==> src/rtl/pwm_capture_16bits_if.sv <==
// Signal bundle for the PWM capture block: control inputs, the two PWM legs,
// and the measurement results and status flags.
interface pwm_capture_16bits_if #(
  parameter int CNT_WIDTH = 16
);
  logic                 capture_onoff;
  logic                 int_onoff;
  logic                 pwm_A_in;
  logic                 pwm_B_in;
  logic [CNT_WIDTH-1:0] timeout_limit;
  logic                 clear_flags;
  logic [CNT_WIDTH-1:0] period_A;
  logic [CNT_WIDTH-1:0] high_A;
  logic [CNT_WIDTH-1:0] high_B;
  logic [CNT_WIDTH-1:0] dtime_AB;
  logic [CNT_WIDTH-1:0] dtime_BA;
  logic                 meas_valid;
  logic                 overlap_err;
  logic                 timeout_err;
  logic                 interrupt;

  modport master (
    output capture_onoff, int_onoff, pwm_A_in, pwm_B_in, timeout_limit, clear_flags,
    input  period_A, high_A, high_B, dtime_AB, dtime_BA,
    input  meas_valid, overlap_err, timeout_err, interrupt
  );

  modport slave (
    input  capture_onoff, int_onoff, pwm_A_in, pwm_B_in, timeout_limit, clear_flags,
    output period_A, high_A, high_B, dtime_AB, dtime_BA,
    output meas_valid, overlap_err, timeout_err, interrupt
  );
endinterface

==> src/rtl/pwm_capture_16bits.sv <==
// Complementary PWM pair capture: per A period reports period, high times of
// both legs and both dead times; flags overlap and loss of signal.
module pwm_capture_16bits #(
  parameter int CNT_WIDTH   = 16,
  parameter int SYNC_STAGES = 2
) (
  input logic                clk,
  input logic                reset,
  pwm_capture_16bits_if.slave bus
);

  typedef enum logic [1:0] {IDLE, ARM, MEASURE} state_t;

  localparam logic [CNT_WIDTH-1:0] ONE = CNT_WIDTH'(1);

  function automatic logic [CNT_WIDTH-1:0] sat_inc(input logic [CNT_WIDTH-1:0] v);
    return (&v) ? v : v + ONE;
  endfunction

  state_t state, state_next;

  logic [SYNC_STAGES-1:0] sync_a, sync_b;
  logic [SYNC_STAGES:0]   vpipe;
  logic                   a_d, b_d;
  logic                   a_s, b_s, sample_ok;
  logic                   rise_a, fall_a, rise_b, fall_b;

  logic                   close, arm_start, start, timeout_hit, to_reached;
  logic                   overlap_set;

  logic [CNT_WIDTH-1:0]   cnt, high_a_cnt, high_b_cnt, ab_cnt, ab_lat, ba_cnt;
  logic                   ab_active, ba_active;

  assign a_s = sync_a[SYNC_STAGES-1];
  assign b_s = sync_b[SYNC_STAGES-1];
  // vpipe tracks how far real samples have propagated after a clear, so the
  // zeroed synchronizer cannot fake an edge when capture is re-enabled.
  assign sample_ok = vpipe[SYNC_STAGES];
  assign rise_a = sample_ok &  a_s & ~a_d;
  assign fall_a = sample_ok & ~a_s &  a_d;
  assign rise_b = sample_ok &  b_s & ~b_d;
  assign fall_b = sample_ok & ~b_s &  b_d;
  assign start  = arm_start | close;
  assign overlap_set = bus.capture_onoff & (state != IDLE) & a_s & b_s;

  // Input synchronizers and edge-detect registers.
  always_ff @(posedge clk) begin
    if (reset || !bus.capture_onoff) begin
      sync_a <= '0;
      sync_b <= '0;
      vpipe  <= '0;
      a_d    <= 1'b0;
      b_d    <= 1'b0;
    end else begin
      sync_a <= {sync_a[SYNC_STAGES-2:0], bus.pwm_A_in};
      sync_b <= {sync_b[SYNC_STAGES-2:0], bus.pwm_B_in};
      vpipe  <= {vpipe[SYNC_STAGES-1:0], 1'b1};
      a_d    <= a_s;
      b_d    <= b_s;
    end
  end

  // FSM state register.
  always_ff @(posedge clk) begin
    if (reset) state <= IDLE;
    else       state <= state_next;
  end

  // Next state, period close, arming and timeout decisions.
  always_comb begin
    state_next  = state;
    close       = 1'b0;
    arm_start   = 1'b0;
    timeout_hit = 1'b0;
    to_reached  = (bus.timeout_limit != '0) && (cnt >= bus.timeout_limit);
    if (!bus.capture_onoff) begin
      state_next = IDLE;
    end else begin
      unique case (state)
        IDLE:    state_next = ARM;
        ARM: begin
          if (rise_a) begin
            arm_start  = 1'b1;
            state_next = MEASURE;
          end else if (to_reached) begin
            timeout_hit = 1'b1;
          end
        end
        MEASURE: begin
          if (rise_a) begin
            close = 1'b1;
          end else if (to_reached) begin
            timeout_hit = 1'b1;
            state_next  = ARM;
          end
        end
        default: state_next = IDLE;
      endcase
    end
  end

  // Measurement counters, result registers, meas_valid and interrupt.
  always_ff @(posedge clk) begin
    if (reset || !bus.capture_onoff) begin
      cnt           <= '0;
      high_a_cnt    <= '0;
      high_b_cnt    <= '0;
      ab_cnt        <= '0;
      ab_lat        <= '0;
      ab_active     <= 1'b0;
      ba_cnt        <= '0;
      ba_active     <= 1'b0;
      bus.period_A  <= '0;
      bus.high_A    <= '0;
      bus.high_B    <= '0;
      bus.dtime_AB  <= '0;
      bus.dtime_BA  <= '0;
      bus.meas_valid <= 1'b0;
      bus.interrupt <= 1'b0;
    end else begin
      bus.meas_valid <= close;
      bus.interrupt  <= bus.int_onoff & (close | (timeout_hit & ~bus.timeout_err));

      if (start)                           cnt <= ONE;
      else if (timeout_hit || state == IDLE) cnt <= '0;
      else                                 cnt <= sat_inc(cnt);

      // The edge cycle itself belongs to the new period, so loads count it.
      if (start) begin
        high_a_cnt <= ONE;
        high_b_cnt <= b_s ? ONE : '0;
      end else begin
        if (a_s) high_a_cnt <= sat_inc(high_a_cnt);
        if (b_s) high_b_cnt <= sat_inc(high_b_cnt);
      end

      if (start) begin
        ab_active <= 1'b0;
        ab_lat    <= '0;
        ab_cnt    <= '0;
      end else if (fall_a) begin
        ab_active <= ~b_s;
        ab_cnt    <= ONE;
      end else if (ab_active) begin
        if (rise_b) begin
          ab_lat    <= ab_cnt;
          ab_active <= 1'b0;
        end else begin
          ab_cnt <= sat_inc(ab_cnt);
        end
      end

      if (fall_b) begin
        ba_active <= 1'b1;
        ba_cnt    <= ONE;
      end else if (rise_a || rise_b) begin
        ba_active <= 1'b0;
      end else if (ba_active) begin
        ba_cnt <= sat_inc(ba_cnt);
      end

      if (close) begin
        bus.period_A <= cnt;
        bus.high_A   <= high_a_cnt;
        bus.high_B   <= high_b_cnt;
        bus.dtime_AB <= (ab_active && rise_b) ? ab_cnt : ab_lat;
        bus.dtime_BA <= (ba_active && !b_s) ? ba_cnt : '0;
      end
    end
  end

  // Sticky error flags; a same-cycle set beats clear_flags.
  always_ff @(posedge clk) begin
    if (reset) begin
      bus.overlap_err <= 1'b0;
      bus.timeout_err <= 1'b0;
    end else begin
      if (overlap_set)          bus.overlap_err <= 1'b1;
      else if (bus.clear_flags) bus.overlap_err <= 1'b0;
      if (timeout_hit)          bus.timeout_err <= 1'b1;
      else if (bus.clear_flags) bus.timeout_err <= 1'b0;
    end
  end

endmodule

==> src/flat_wrapper.sv <==
// flat-port wrapper written by rule: the top's interface ports become plain ports
module pwm_capture_16bits_flat 
#(
  parameter int CNT_WIDTH   = 16,
  parameter int SYNC_STAGES = 2
)
  (clk, reset, bus_capture_onoff, bus_int_onoff, bus_pwm_A_in, bus_pwm_B_in, bus_timeout_limit, bus_clear_flags, bus_period_A, bus_high_A, bus_high_B, bus_dtime_AB, bus_dtime_BA, bus_meas_valid, bus_overlap_err, bus_timeout_err, bus_interrupt);
  pwm_capture_16bits_if #(.CNT_WIDTH(CNT_WIDTH)) bus_i ();
  input logic clk;
  input logic reset;
  input wire logic [$bits(bus_i.capture_onoff)-1:0] bus_capture_onoff;
  input wire logic [$bits(bus_i.int_onoff)-1:0] bus_int_onoff;
  input wire logic [$bits(bus_i.pwm_A_in)-1:0] bus_pwm_A_in;
  input wire logic [$bits(bus_i.pwm_B_in)-1:0] bus_pwm_B_in;
  input wire logic [$bits(bus_i.timeout_limit)-1:0] bus_timeout_limit;
  input wire logic [$bits(bus_i.clear_flags)-1:0] bus_clear_flags;
  output wire logic [$bits(bus_i.period_A)-1:0] bus_period_A;
  output wire logic [$bits(bus_i.high_A)-1:0] bus_high_A;
  output wire logic [$bits(bus_i.high_B)-1:0] bus_high_B;
  output wire logic [$bits(bus_i.dtime_AB)-1:0] bus_dtime_AB;
  output wire logic [$bits(bus_i.dtime_BA)-1:0] bus_dtime_BA;
  output wire logic [$bits(bus_i.meas_valid)-1:0] bus_meas_valid;
  output wire logic [$bits(bus_i.overlap_err)-1:0] bus_overlap_err;
  output wire logic [$bits(bus_i.timeout_err)-1:0] bus_timeout_err;
  output wire logic [$bits(bus_i.interrupt)-1:0] bus_interrupt;
  assign bus_i.capture_onoff = bus_capture_onoff;
  assign bus_i.int_onoff = bus_int_onoff;
  assign bus_i.pwm_A_in = bus_pwm_A_in;
  assign bus_i.pwm_B_in = bus_pwm_B_in;
  assign bus_i.timeout_limit = bus_timeout_limit;
  assign bus_i.clear_flags = bus_clear_flags;
  assign bus_period_A = bus_i.period_A;
  assign bus_high_A = bus_i.high_A;
  assign bus_high_B = bus_i.high_B;
  assign bus_dtime_AB = bus_i.dtime_AB;
  assign bus_dtime_BA = bus_i.dtime_BA;
  assign bus_meas_valid = bus_i.meas_valid;
  assign bus_overlap_err = bus_i.overlap_err;
  assign bus_timeout_err = bus_i.timeout_err;
  assign bus_interrupt = bus_i.interrupt;
  pwm_capture_16bits #(.CNT_WIDTH(CNT_WIDTH), .SYNC_STAGES(SYNC_STAGES)) u_core (.clk(clk), .reset(reset), .bus(bus_i));
endmodule
==> config.mk <==
export PLATFORM = sky130hd
export DESIGN_NAME = pwm_capture_16bits_flat
export DESIGN_NICKNAME = d
export VERILOG_FILES = /design/src/rtl/pwm_capture_16bits_if.sv /design/src/rtl/pwm_capture_16bits.sv /design/src/flat_wrapper.sv
export SDC_FILE = /design/constraint.sdc
export NUM_CORES = 1
export LEC_CHECK = 0
export ABC_CLOCK_PERIOD_IN_PS = 2800
export CAP_MARGIN = 10
export CORE_MARGIN = 2
export CORE_UTILIZATION = 56
export CTS_CLUSTER_DIAMETER = 50
export DETAILED_ROUTE_END_ITERATION = 7
export PLACE_DENSITY = 0.82
export SYNTH_ARGS = -nofsm -noshare
export SYNTH_HDL_FRONTEND = slang
export SYNTH_SLANG_ARGS = --single-unit
==> constraint.sdc <==
create_clock -name clk -period 2.8 [get_ports clk]
set_clock_uncertainty 0.05 [all_clocks]
set_input_delay 0.28 -clock clk [delete_from_list [all_inputs] [get_ports clk]]
set_output_delay 0.28 -clock clk [all_outputs]
set_load 0.01 [all_outputs]
# ---- Word-level counts from Yosys, hierarchy flattened
# Index checks and enable logic that the tools add are counted.
# Widths: inputs -> output; s select.
dict set report word_totals {
  ff_bits 193
  latch_bits 0
  mem_bits_rw 0
  mem_bits_ro 0
  inputBits 23
  out_inout_bits 84
  elab_cells 153
  memories 0
}
dict set report op_classes {
  n_addsub 5
  mul 0
  div 0
  order_cmp 1
  n_eq_ne 12
  shifts 0
  mux 42
  bitwise_logic 27
  reduce_logical 38
}
# cell n
set ops {}
lappend ops {{$add 16x1->16 const B} 5}
lappend ops {{$mux 16} 5}
lappend ops {{$reduce_and 16->1} 5}
lappend ops {{$mux 1} 33}
lappend ops {{$reduce_and 3->1} 6}
lappend ops {{$ge 16x16->1} 1}
lappend ops {{$ne 2x1->1 const B} 8}
lappend ops {{$reduce_bool 16->1} 1}
lappend ops {{$reduce_bool 2->1} 8}
lappend ops {{$and 1x1->1} 13}
lappend ops {{$not 1->1} 12}
lappend ops {{$reduce_or 2->1} 4}
lappend ops {{$mux 2} 3}
lappend ops {{$pmux 2 s3} 1}
lappend ops {{$reduce_and 2->1} 3}
lappend ops {{$reduce_or 3->1} 2}
lappend ops {{$logic_and 1x1->1} 3}
lappend ops {{$logic_or 1x1->1} 3}
lappend ops {{$ne 3x1->1 const B} 1}
lappend ops {{$eq 2x1->1 const B} 1}
lappend ops {{$eq 2x2->1 const B} 1}
lappend ops {{$logic_not 1->1} 2}
lappend ops {{$logic_not 2->1} 1}
lappend ops {{$ne 2x2->1 const B} 1}
lappend ops {{$or 1x1->1} 2}

# ---- Logic depth before layout (Yosys ltp)
dict set report depth {
  word_depth 9
  depth_mapped 8
  mapped_depth_nobuf 7
}

# ---- Least setup slack after synthesis
# OpenSTA, ideal clock, no wires.
dict set report synth_path {
  path_type {register to register}
  from {reg u_core.cnt[0]}
  to {reg u_core.cnt[10]}
  setup_time_ns 0.078
  arrival_ns 1.942
  setup_slack_ns 0.730
  stages_incl_launch_ff 9
  cell_sequence {dfxtp_1 > inv_1 > ha_1 > nand2b_1 > a2111oi_0 > o31a_1 > a21oi_4 > buf_2 > nor3_1}
}
dict set report synth_between {
  elab_chain_len 8
  word_cells_on_any_way 10
  classes_between {1 x add/sub; 1 x order compare; 4 x mux; 4 x reduce/logical}
}
# element line
set synth_lines {}
lappend synth_lines {{from (decl)} pwm_capture_16bits.sv:31} ;# logic [CNT_WIDTH-1:0] cnt, high_a_cnt, high_b_cnt, ab_cnt, ab_lat, ba_cnt;
lappend synth_lines {{from (signal assigned)} pwm_capture_16bits.sv:126} ;# else cnt <= sat_inc(cnt);
lappend synth_lines {{$ge 16x16->1} pwm_capture_16bits.sv:75} ;# to_reached = (bus.timeout_limit != '0) && (cnt >= bus.timeout_limit);
lappend synth_lines {{$logic_and 1x1->1} pwm_capture_16bits.sv:75}
lappend synth_lines {{$mux 1} {pwm_capture_16bits.sv:85, pwm_capture_16bits.sv:92}}
lappend synth_lines {{$mux 1} pwm_capture_16bits.sv:90} ;# if (rise_a) begin
lappend synth_lines {{$mux 1} -}
lappend synth_lines {{$mux 1} pwm_capture_16bits.sv:76} ;# if (!bus.capture_onoff) begin
lappend synth_lines {{$logic_or 1x1->1} pwm_capture_16bits.sv:125} ;# else if (timeout_hit || state == IDLE) cnt <= '0;
lappend synth_lines {{$reduce_or 3->1 (no source line)} -}
# Parallel ways exist; a longest one is shown, timed or not.
# A chain may end at the register's enable or synchronous reset.

# ---- Final worst setup path
dict set report layout_path {
  from {reg u_core.cnt[15]}
  to {reg u_core.cnt[0]}
}
dict set report layout_between {
  elab_chain_len 9
  word_cells_on_any_way 11
  classes_between {1 x order compare; 1 x eq/ne; 6 x mux; 3 x reduce/logical}
}
# element line
set layout_lines {}
lappend layout_lines {{$ge 16x16->1} pwm_capture_16bits.sv:75}
lappend layout_lines {{$logic_and 1x1->1} pwm_capture_16bits.sv:75}
lappend layout_lines {{$mux 1} {pwm_capture_16bits.sv:85, pwm_capture_16bits.sv:92}}
lappend layout_lines {{$mux 1} pwm_capture_16bits.sv:90}
lappend layout_lines {{$mux 1} -}
lappend layout_lines {{$mux 1} pwm_capture_16bits.sv:76}
lappend layout_lines {{$logic_or 1x1->1} pwm_capture_16bits.sv:125}
lappend layout_lines {{$mux 1} pwm_capture_16bits.sv:125}
lappend layout_lines {{$mux 1} pwm_capture_16bits.sv:124} ;# if (start) cnt <= ONE;
# Parallel ways exist; a longest one is shown, timed or not.

==> flow_metrics.tcl <==
set metrics [dict create \
    status "finished clean" \
    worstPathRequired_ps 3030 \
    final_cell_mix "193 x dfxtp_1, 132 x nand2_1, 106 x clkdlybuf4s50_1" \
    layout.nets 1114 \
    die-area_um2 16300 \
    dp_hpwl_mm 12.8 \
    cts_max_level 4 \
    worst_pin_slew_ps 756 \
    grt_max_degree 73 \
    crit_type "reg -> reg" \
    hold_ws_ps 373 \
    grt_setup_unrepaired "no" \
    reg2reg_to "u_core.cnt[0]" \
    clkSlewWorstSetupHoldPaths_ps 70 \
    endpoint_kind "register" \
    endpoint "u_core.cnt[0]" \
    cp_max_fo 17 \
    fmax_mhz 424 \
    worstPathArrival_ps 2580 \
    post_cts_buffers 0 \
    die_height_um 128 \
    cts_tree "built" \
    hold_buffers 0 \
    finalSetupTns_ps 0 \
    track_usage_pct 23.4 \
    setup_viol 0 \
    via_per_inst 5.61 \
    cp-startpoint "u_core.cnt[15]" \
    core_um2 15000 \
    antenna_found_initial 0 \
    diodes 0 \
    grt_overflow_total 0 \
    clock-sinks 193 \
    grt_pass1_vias 6656 \
    cts_buffer_depth 2 \
    post_cts_resize_count 0 \
    finalHoldViolCount 0 \
    num_rows 45 \
    place.gp.congestion 0.852 \
    postRouteAntennaNets 0 \
    drc 0 \
    synth_ff_type "dfxtp_1" \
    synth-edff-count 0 \
    wl_per_cell_um 14.8 \
    maxSlewViolCount 0 \
    grt_pass1_wl_mm 31.2 \
    final_common_cell "dfxtp_1" \
    drive_gt1_share_pct 6.94 \
    netlist_instances 974 \
    wl_mm 18.7 \
    r2r_slack_ps 440 \
    finalNonFillerCells 1268 \
    drt_iter0_drc 431 \
    rr_startpoint "u_core.cnt[15]" \
    avgSynthCellArea_um2 8.77 \
    drv_cap 0 \
    yosysUniqueCellTypes 70 \
    yosysWarnings 0 \
    clk_latency_ps 430 \
    vdd_ir_drop_max_mv 0.450 \
    cts_made_buffers 17 \
    min-delay-path-class "in -> reg" \
    die_w_um 128 \
    portBuffers 106 \
    ys_seq_area_share_pct 45.2 \
    slew_headroom_pct 49.6 \
    reg2reg_depth 6 \
    period_minus_slack_ps 2360 \
    p_leak_nw 3.58 \
    dpl.cell_count 1236 \
    async_reset_ff_share_pct 0 \
    start_util_pct 56.8 \
    vias 7118 \
    ioPinCount 107 \
    synth_nets 1021 \
    finalCritPeriodShare_pct 84.2 \
    power.density_nw_per_um2 528 \
    worstSetupStartpointType "register" \
    area_growth_pct 21.7 \
    drt_pass1_iterations 5 \
    ys_seq_elements 193 \
    cts-root-buf "clkbuf_16" \
    syn-cell-area_um2 8540 \
]
[per-stage QoR]
step           power [mW]  cell area [um2]  worst slack [ps]  utilization (%)
2_1_floorplan        2.88             8540               730                -
3_3_place_gp         2.94             9760               208             64.9
3_5_place_dp         2.95             9760               149             64.9
4_1_cts              5.54            10400               469             69.2
5_1_grt              5.66            10400               322             69.2
6_report             5.50            10400               441             69.2
[how the worst min path moves through the flow]
stage                               start               endpoint  slack, ps  cells past startpoint
final                        bus_pwm_A_in       u_core.sync_a[0]        370                      2
after global routing         bus_pwm_A_in       u_core.sync_a[0]        380                      2
after floorplan                     reset  u_core.bus.meas_valid        300                      1
after detailed placement  u_core.vpipe[1]        u_core.vpipe[2]        370                      1
after CTS                    bus_pwm_A_in       u_core.sync_a[0]        370                      2
after global placement    u_core.vpipe[0]        u_core.vpipe[1]        360                      1
[cells by family after synthesis]
logic type	Yosys count	synth area share (%)
muxes	35	4.10
xor gates and xnor gates	42	4.31
adders and majority gates	24	3.51
buffers and inverters	87	4.44
DFF	193	45.2
AOI/OAI and AO/OA	191	14.8
and+or+nand+nor	402	23.6
[where the power goes]
group	leakage [nW]	internal [mW]	switching, mW	total, mW
clock network	0.318	1.57	1.04	2.61
logic	1.71	0.0533	0.0799	0.133
registers	1.55	2.75	0.00330	2.75
[cell type report]
type                            instances  area, um2
Tap cell                              188        235
Fill cell                            1171       4630
Sequential cell                       193       3860
Clock buffer                           20        467
Inverter                               36        135
Timing Repair Buffer                  125       1220
Clock inverter                         12        180
Multi-Input combinational cell        694       4310
[synth_stat cells, types with 17 or more instances]
cell	instances	share of area (%)
a211oi_1	31	2.7
a21oi_1	80	4.7
buf_2	30	1.8
clkbuf_1	17	0.75
dfxtp_1	193	45
ha_1	24	3.5
inv_1	35	1.5
mux2i_1	35	4.1
nand2_1	132	5.8
nand3_1	26	1.5
nand4_1	24	1.8
nor2_1	94	4.1
nor3_1	30	1.8
o21ai_0	20	1.2
xnor2_1	36	3.7
[per-layer routing]
metal / global-route usage [%] / vias up / routed length [um]
li1: - / 3627 / -
met1: 29.8 / 3325 / 8780
met2: 40.1 / 146 / 8940
met3: 5.07 / 20 / 810
met4: 6.53 / 0 / 198
met5: 0 / - / 0
[critical path, cell delays in order, from the launching register on]
cell and delay [ps]:
dfxtp_1 390, ha_1 350, nand4_1 190, or2_0 310, o31a_1 330, a21oi_4 410, o22ai_1 170
(Power assumes the default switching activity.)
